[config.mk]
export PLATFORM = sky130hd
export DESIGN_NAME = mash_ratio_ctrl
export DESIGN_NICKNAME = d
export VERILOG_FILES = /design/src/rtl/mash_ratio_ctrl.sv
export SDC_FILE = /design/constraint.sdc
export NUM_CORES = 1
export LEC_CHECK = 0
export ABC_CLOCK_PERIOD_IN_PS = 8550
export BUFFER_PORTS_ARGS = -buffer_cell sky130_fd_sc_hd__buf_2
export CAP_MARGIN = 5
export CELL_PAD_IN_SITES_DETAIL_PLACEMENT = 1
export CELL_PAD_IN_SITES_GLOBAL_PLACEMENT = 2
export CORE_ASPECT_RATIO = 0.75
export CORE_MARGIN = 4
export CORE_UTILIZATION = 39
export DETAILED_ROUTE_END_ITERATION = 8
export PLACE_DENSITY_LB_ADDON = 0.08
export SLEW_MARGIN = 15
export SYNTH_ARGS = -nofsm -noshare
export SYNTH_HDL_FRONTEND = slang
export SYNTH_SLANG_ARGS = --single-unit
[constraint.sdc]
create_clock -name clk -period 8.55 [get_ports clk]
set_input_delay 0.4275 -clock clk [delete_from_list [all_inputs] [get_ports clk]]
set_output_delay 0.4275 -clock clk [all_outputs]
set_load 0.05 [all_outputs]
[src/rtl/mash_ratio_ctrl.sv]
// mash_ratio_ctrl: steps the {i,f} divide ratio driven to a MASH modulator
// toward a requested target, holds it for SETTLE_CYC cycles, then signals done.
// Optional build macro RATIO_CLAMP_EN: out-of-range requests are clamped to
// 3.0000 / 11.FFFF instead of being rejected with an err pulse.
module mash_ratio_ctrl #(
  parameter logic [19:0] STEP       = 20'h01000,
  parameter int unsigned SETTLE_CYC = 4
) (
  input  logic        clk,
  input  logic        rst,
  input  logic        req_valid,
  output logic        req_ready,
  input  logic [3:0]  req_i,
  input  logic [15:0] req_f,
  input  logic        abort,
  output logic [3:0]  mod_i,
  output logic [15:0] mod_f,
  output logic        busy,
  output logic        done,
  output logic        err
);

  typedef enum logic [1:0] {
    S_IDLE   = 2'd0,
    S_RAMP   = 2'd1,
    S_SETTLE = 2'd2
  } state_t;

  localparam logic [19:0]        RATIO_RESET = 20'h30000;
`ifdef RATIO_CLAMP_EN
  localparam logic [19:0]        RATIO_MAX   = 20'hBFFFF;
`endif
  localparam logic signed [20:0] STEP_POS    = $signed({1'b0, STEP});
  localparam logic signed [20:0] STEP_NEG    = -STEP_POS;
  localparam logic [7:0]         SETTLE_LAST = 8'(SETTLE_CYC - 1);

  state_t             state_q, state_d;
  logic [19:0]        cur_q, cur_d;
  logic [19:0]        target_q, target_d;
  logic [7:0]         cnt_q, cnt_d;
  logic               done_q, done_d;
  logic               err_q, err_d;

  logic [19:0]        req_ratio;
  logic               req_legal;
  logic               accept;
  logic signed [20:0] diff;

  assign req_ratio = {req_i, req_f};
  assign req_legal = (req_i >= 4'd3) && (req_i <= 4'd11);
  assign req_ready = (state_q == S_IDLE) & ~abort;
  assign accept    = req_valid & req_ready;
  // Both ratios are unsigned 20-bit, so a 21-bit signed difference never wraps.
  assign diff      = $signed({1'b0, target_q}) - $signed({1'b0, cur_q});

  // Next-state and datapath decisions for the IDLE / RAMP / SETTLE sequence.
  always_comb begin
    // NOTE: every next-state signal is given a default before the case so no
    // path leaves it unassigned; otherwise synthesis would infer latches.
    state_d  = state_q;
    cur_d    = cur_q;
    target_d = target_q;
    cnt_d    = cnt_q;
    done_d   = 1'b0;
    err_d    = 1'b0;

    case (state_q)
      S_IDLE: begin
        if (accept) begin
          if (req_legal) begin
            target_d = req_ratio;
            state_d  = S_RAMP;
          end else begin
`ifdef RATIO_CLAMP_EN
            target_d = (req_i < 4'd3) ? RATIO_RESET : RATIO_MAX;
            state_d  = S_RAMP;
`else
            // Request is consumed but changes nothing except the err pulse.
            err_d = 1'b1;
`endif
          end
        end
      end

      S_RAMP: begin
        if (abort) begin
          state_d = S_IDLE;
        end else if (diff > STEP_POS) begin
          cur_d = cur_q + STEP;
        end else if (diff < STEP_NEG) begin
          cur_d = cur_q - STEP;
        end else begin
          // Within one step (including already equal): land exactly on target.
          cur_d   = target_q;
          cnt_d   = SETTLE_LAST;
          state_d = S_SETTLE;
        end
      end

      S_SETTLE: begin
        if (abort) begin
          state_d = S_IDLE;
        end else if (cnt_q == 8'd0) begin
          state_d = S_IDLE;
          done_d  = 1'b1;
        end else begin
          cnt_d = cnt_q - 8'd1;
        end
      end

      default: state_d = S_IDLE;
    endcase
  end

  // State and datapath registers; reset returns the modulator to ratio 3.0000.
  always_ff @(posedge clk or posedge rst) begin
    if (rst) begin
      state_q  <= S_IDLE;
      cur_q    <= RATIO_RESET;
      target_q <= RATIO_RESET;
      cnt_q    <= 8'd0;
      done_q   <= 1'b0;
      err_q    <= 1'b0;
    end else begin
      // NOTE: non-blocking assignments so every register samples the values
      // from before this edge, independent of statement order.
      state_q  <= state_d;
      cur_q    <= cur_d;
      target_q <= target_d;
      cnt_q    <= cnt_d;
      done_q   <= done_d;
      err_q    <= err_d;
    end
  end

  assign mod_i = cur_q[19:16];
  assign mod_f = cur_q[15:0];
  assign busy  = (state_q != S_IDLE);
  assign done  = done_q;
  assign err   = err_q;

endmodule
==> results.py <==
metrics = {
    "run_status": {
        "status": "finished, final reports clean",
    },
    "critical_path": {
        "cp-start-kind": "flip-flop",
        "r2r-start": "cur_q[1]",
        "rr_worst_depth": 12,
        "cp.required_ps": 8720,
        "regToRegSetupSlack_ps": 4410,
        "timing.rr.end": "cur_q[18]",
        "arrival_ps": 4310,
        "cp_max_fo": 11,
        "crit_path_end_kind": "flip-flop",
        "critPathKind": "reg -> reg",
    },
    "global_routing": {
        "grt_max_degree": 53,
        "grt_usage_pct": 21.0,
        "grt_pass1_wl_um": 19300,
        "grt_overflow_total": 0,
        "grt_pass1_vias": 3598,
        "antenna_found_initial": 0,
    },
    "synth": {
        "netlist_area_um2": 3910,
        "yosys-top-cells-count": "dfrtp_1 (48), nand2_1 (37), inv_1 (32), a21oi_1 (26), nor2_1 (25)",
        "yosysMostFrequentCell": "dfrtp_1",
        "synth_top_area_cell": "dfrtp_1",
        "async_flop_share_pct": 100,
        "yosysUniqueCellTypes": 67,
        "synthFlopType": "dfrtp_1",
        "netlist_instances": 433,
        "synthTopCellsByArea": "dfrtp_1 (31%), ha_1 (7.4%), mux2_2 (6.6%), nand2_1 (3.6%), a21oi_1 (3.3%)",
        "synth_top_area_share_pct": 30.7,
        "seq_area_frac_synth_pct": 33.4,
        "synth_seq_cells": 52,
        "synth_fp_nets": 481,
        "ys_warn_count": 0,
        "synth-edff-count": 0,
        "synth_area_per_cell_um2": 9.03,
    },
    "clock_tree": {
        "cts_resized": 0,
        "post_cts.repair.setup_buffers": 0,
        "cts-buffers-inserted": 5,
        "holdBufCountCts": 0,
        "cts_htree_levels": 2,
        "cts_tree": "done",
        "clock-sinks": 52,
        "clock-root-buffer": "clkbuf_16",
        "clk_latency_ps": 300,
        "cts_buffer_depth": 2,
        "clk_pin_slew_ps": 70,
    },
    "timing": {
        "slew_violations": 0,
        "setup_ws_ps": 4410,
        "maxSlewHeadroom_pct": 36.0,
        "hold_viol": 0,
        "fin_skew_ps": 4.90,
        "period_needed_ps": 4140,
        "setup_viol": 0,
        "rsz0062_at_grt": "no",
        "tns_ps": 0,
        "worst_pin_slew_ps": 954,
        "post-route-period-util_pct": 48.4,
        "fmax_mhz": 242,
    },
    "detailed_routing": {
        "via_count": 3539,
        "drt_iter0_markers": 156,
        "wl_per_cell_um": 19.0,
        "drt_pass1_iterations": 4,
        "drc": 0,
        "vias_per_cell": 5.84,
        "ant_nets": 0,
        "wirelength_um": 11500,
    },
    "floorplan": {
        "core_um2": 9740,
        "row_count": 31,
        "start_util_pct": 40.2,
        "die_x_um": 124,
        "die_h_um": 94.7,
        "io_pins": 48,
        "die_area_um2": 11700,
    },
    "layout": {
        "area_growth_pct": 12.7,
        "fillers": 1157,
        "fin_nets": 521,
        "n_antenna_cell": 0,
        "drive_above_1_share_pct": 21.3,
    },
    "flow_run": {
        "drv_cap": 0,
    },
    "place": {
        "place_congestion": 0.889,
        "port_buffers": 47,
        "dpl.hpwl_um": 8950,
        "dp_slack_ps": 4090,
    },
    "worst_hold_path": {
        "hold_path.class": "in -> async",
    },
}
-- worst max-delay path by stage --
stage,from,slack (ps),cells after the start,endpoint
floorplan,cur_q[15],4860,14,cur_q[0]
global placement,cur_q[1],4230,12,cur_q[8]
detailed placement,cur_q[1],4090,12,cur_q[8]
CTS,cur_q[1],4080,12,cur_q[8]
global route,cur_q[1],4190,12,cur_q[18]
finish,cur_q[1],4410,12,cur_q[18]
-- sequential cells by signal (all words and copies together), names as in the netlist --
name	count
cur_q	20
cnt_q	8
target_q	20
state_q	2
err	1
done	1
-- layout make-up --
| type | instances | area (µm²) | share of cell area (%) |
|---|---|---|---|
| Clock buffer | 5 | 125 | 2.84 |
| Clock inverter | 3 | 21.3 | 0.483 |
| Inverter | 32 | 120 | 2.73 |
| Multi-Input combinational cell | 333 | 2410 | 54.7 |
| Sequential cell | 52 | 1310 | 29.6 |
| Tap cell | 132 | 165 | 3.75 |
| Timing Repair Buffer | 49 | 258 | 5.85 |
-- critical path, stage by stage, from the launching register on --
cell and delay, ps:
dfrtp_1 410, inv_1 80, ha_1 270, nor2b_2 170, o2111ai_2 240, a211o_1 430, and4b_1 210, nor3_1 430
nand4bb_1 250, o21ai_1 800, nor2b_1 110, o211a_1 250, a2111o_1 380
-- routing by layer --
| metal | vias up | wire length [µm] | part of all wire (%) | track usage [%] |
|---|---|---|---|---|
| met5 | - | 0 | 0 | 0 |
| met4 | 0 | 77 | 0.67 | 3.69 |
| met3 | 7 | 568 | 4.9 | 2.87 |
| met2 | 93 | 4900 | 43 | 30.8 |
| met1 | 1750 | 5960 | 52 | 32.8 |
| li1 | 1689 | - | - | - |
-- cells by family (layout without fill, tap and decap cells) --
group                    after synthesis  after routing  synth area share, %
AND/OR/NAND/NOR                      141            141                 18.6
AO/OA/AOI/OAI                        125            125                 23.3
flip-flops                            52             52                 33.4
buffers and inverters                 48             89                 5.06
multiplexers                          36             36                 10.2
adder cells (fa/ha/maj)               24             24                 7.87
XOR/XNOR                               7              7                 1.57
-- stage by stage --
step           utilization (%)  instances  instance area (µm²)  hold WS, ps
2_1_floorplan                -        433                 3910          456
3_3_place_gp              43.6        597                 4240          489
3_5_place_dp              43.6        597                 4240          501
4_1_cts                   45.1        605                 4390          349
5_1_grt                   45.3        606                 4410          353
6_report                  45.3        606                 4410          321
-- cells in the final DEF (no fill, tap or decap), drive strengths merged, types with 4 or more instances in the layout --
master,n
o2111ai,4
a211oi,9
ha,23
inv,33
o31a,5
and3,8
nand4,4
nor2b,5
xnor2,5
nand2b,6
mux2i,5
dfstp,4
nand2,37
nor3,15
a31oi,6
a21o,10
a211o,6
clkbuf,5
buf,49
nor2,26
o211ai,5
and2,4
nand3,13
o21ai,20
or3,5
o21a,6
mux2,31
a21oi,28
a21boi,4
nor4,6
dfrtp,48
Power is not shown: default switching activity piles up to over one toggle a cycle in this logic, so the estimate is an artifact.
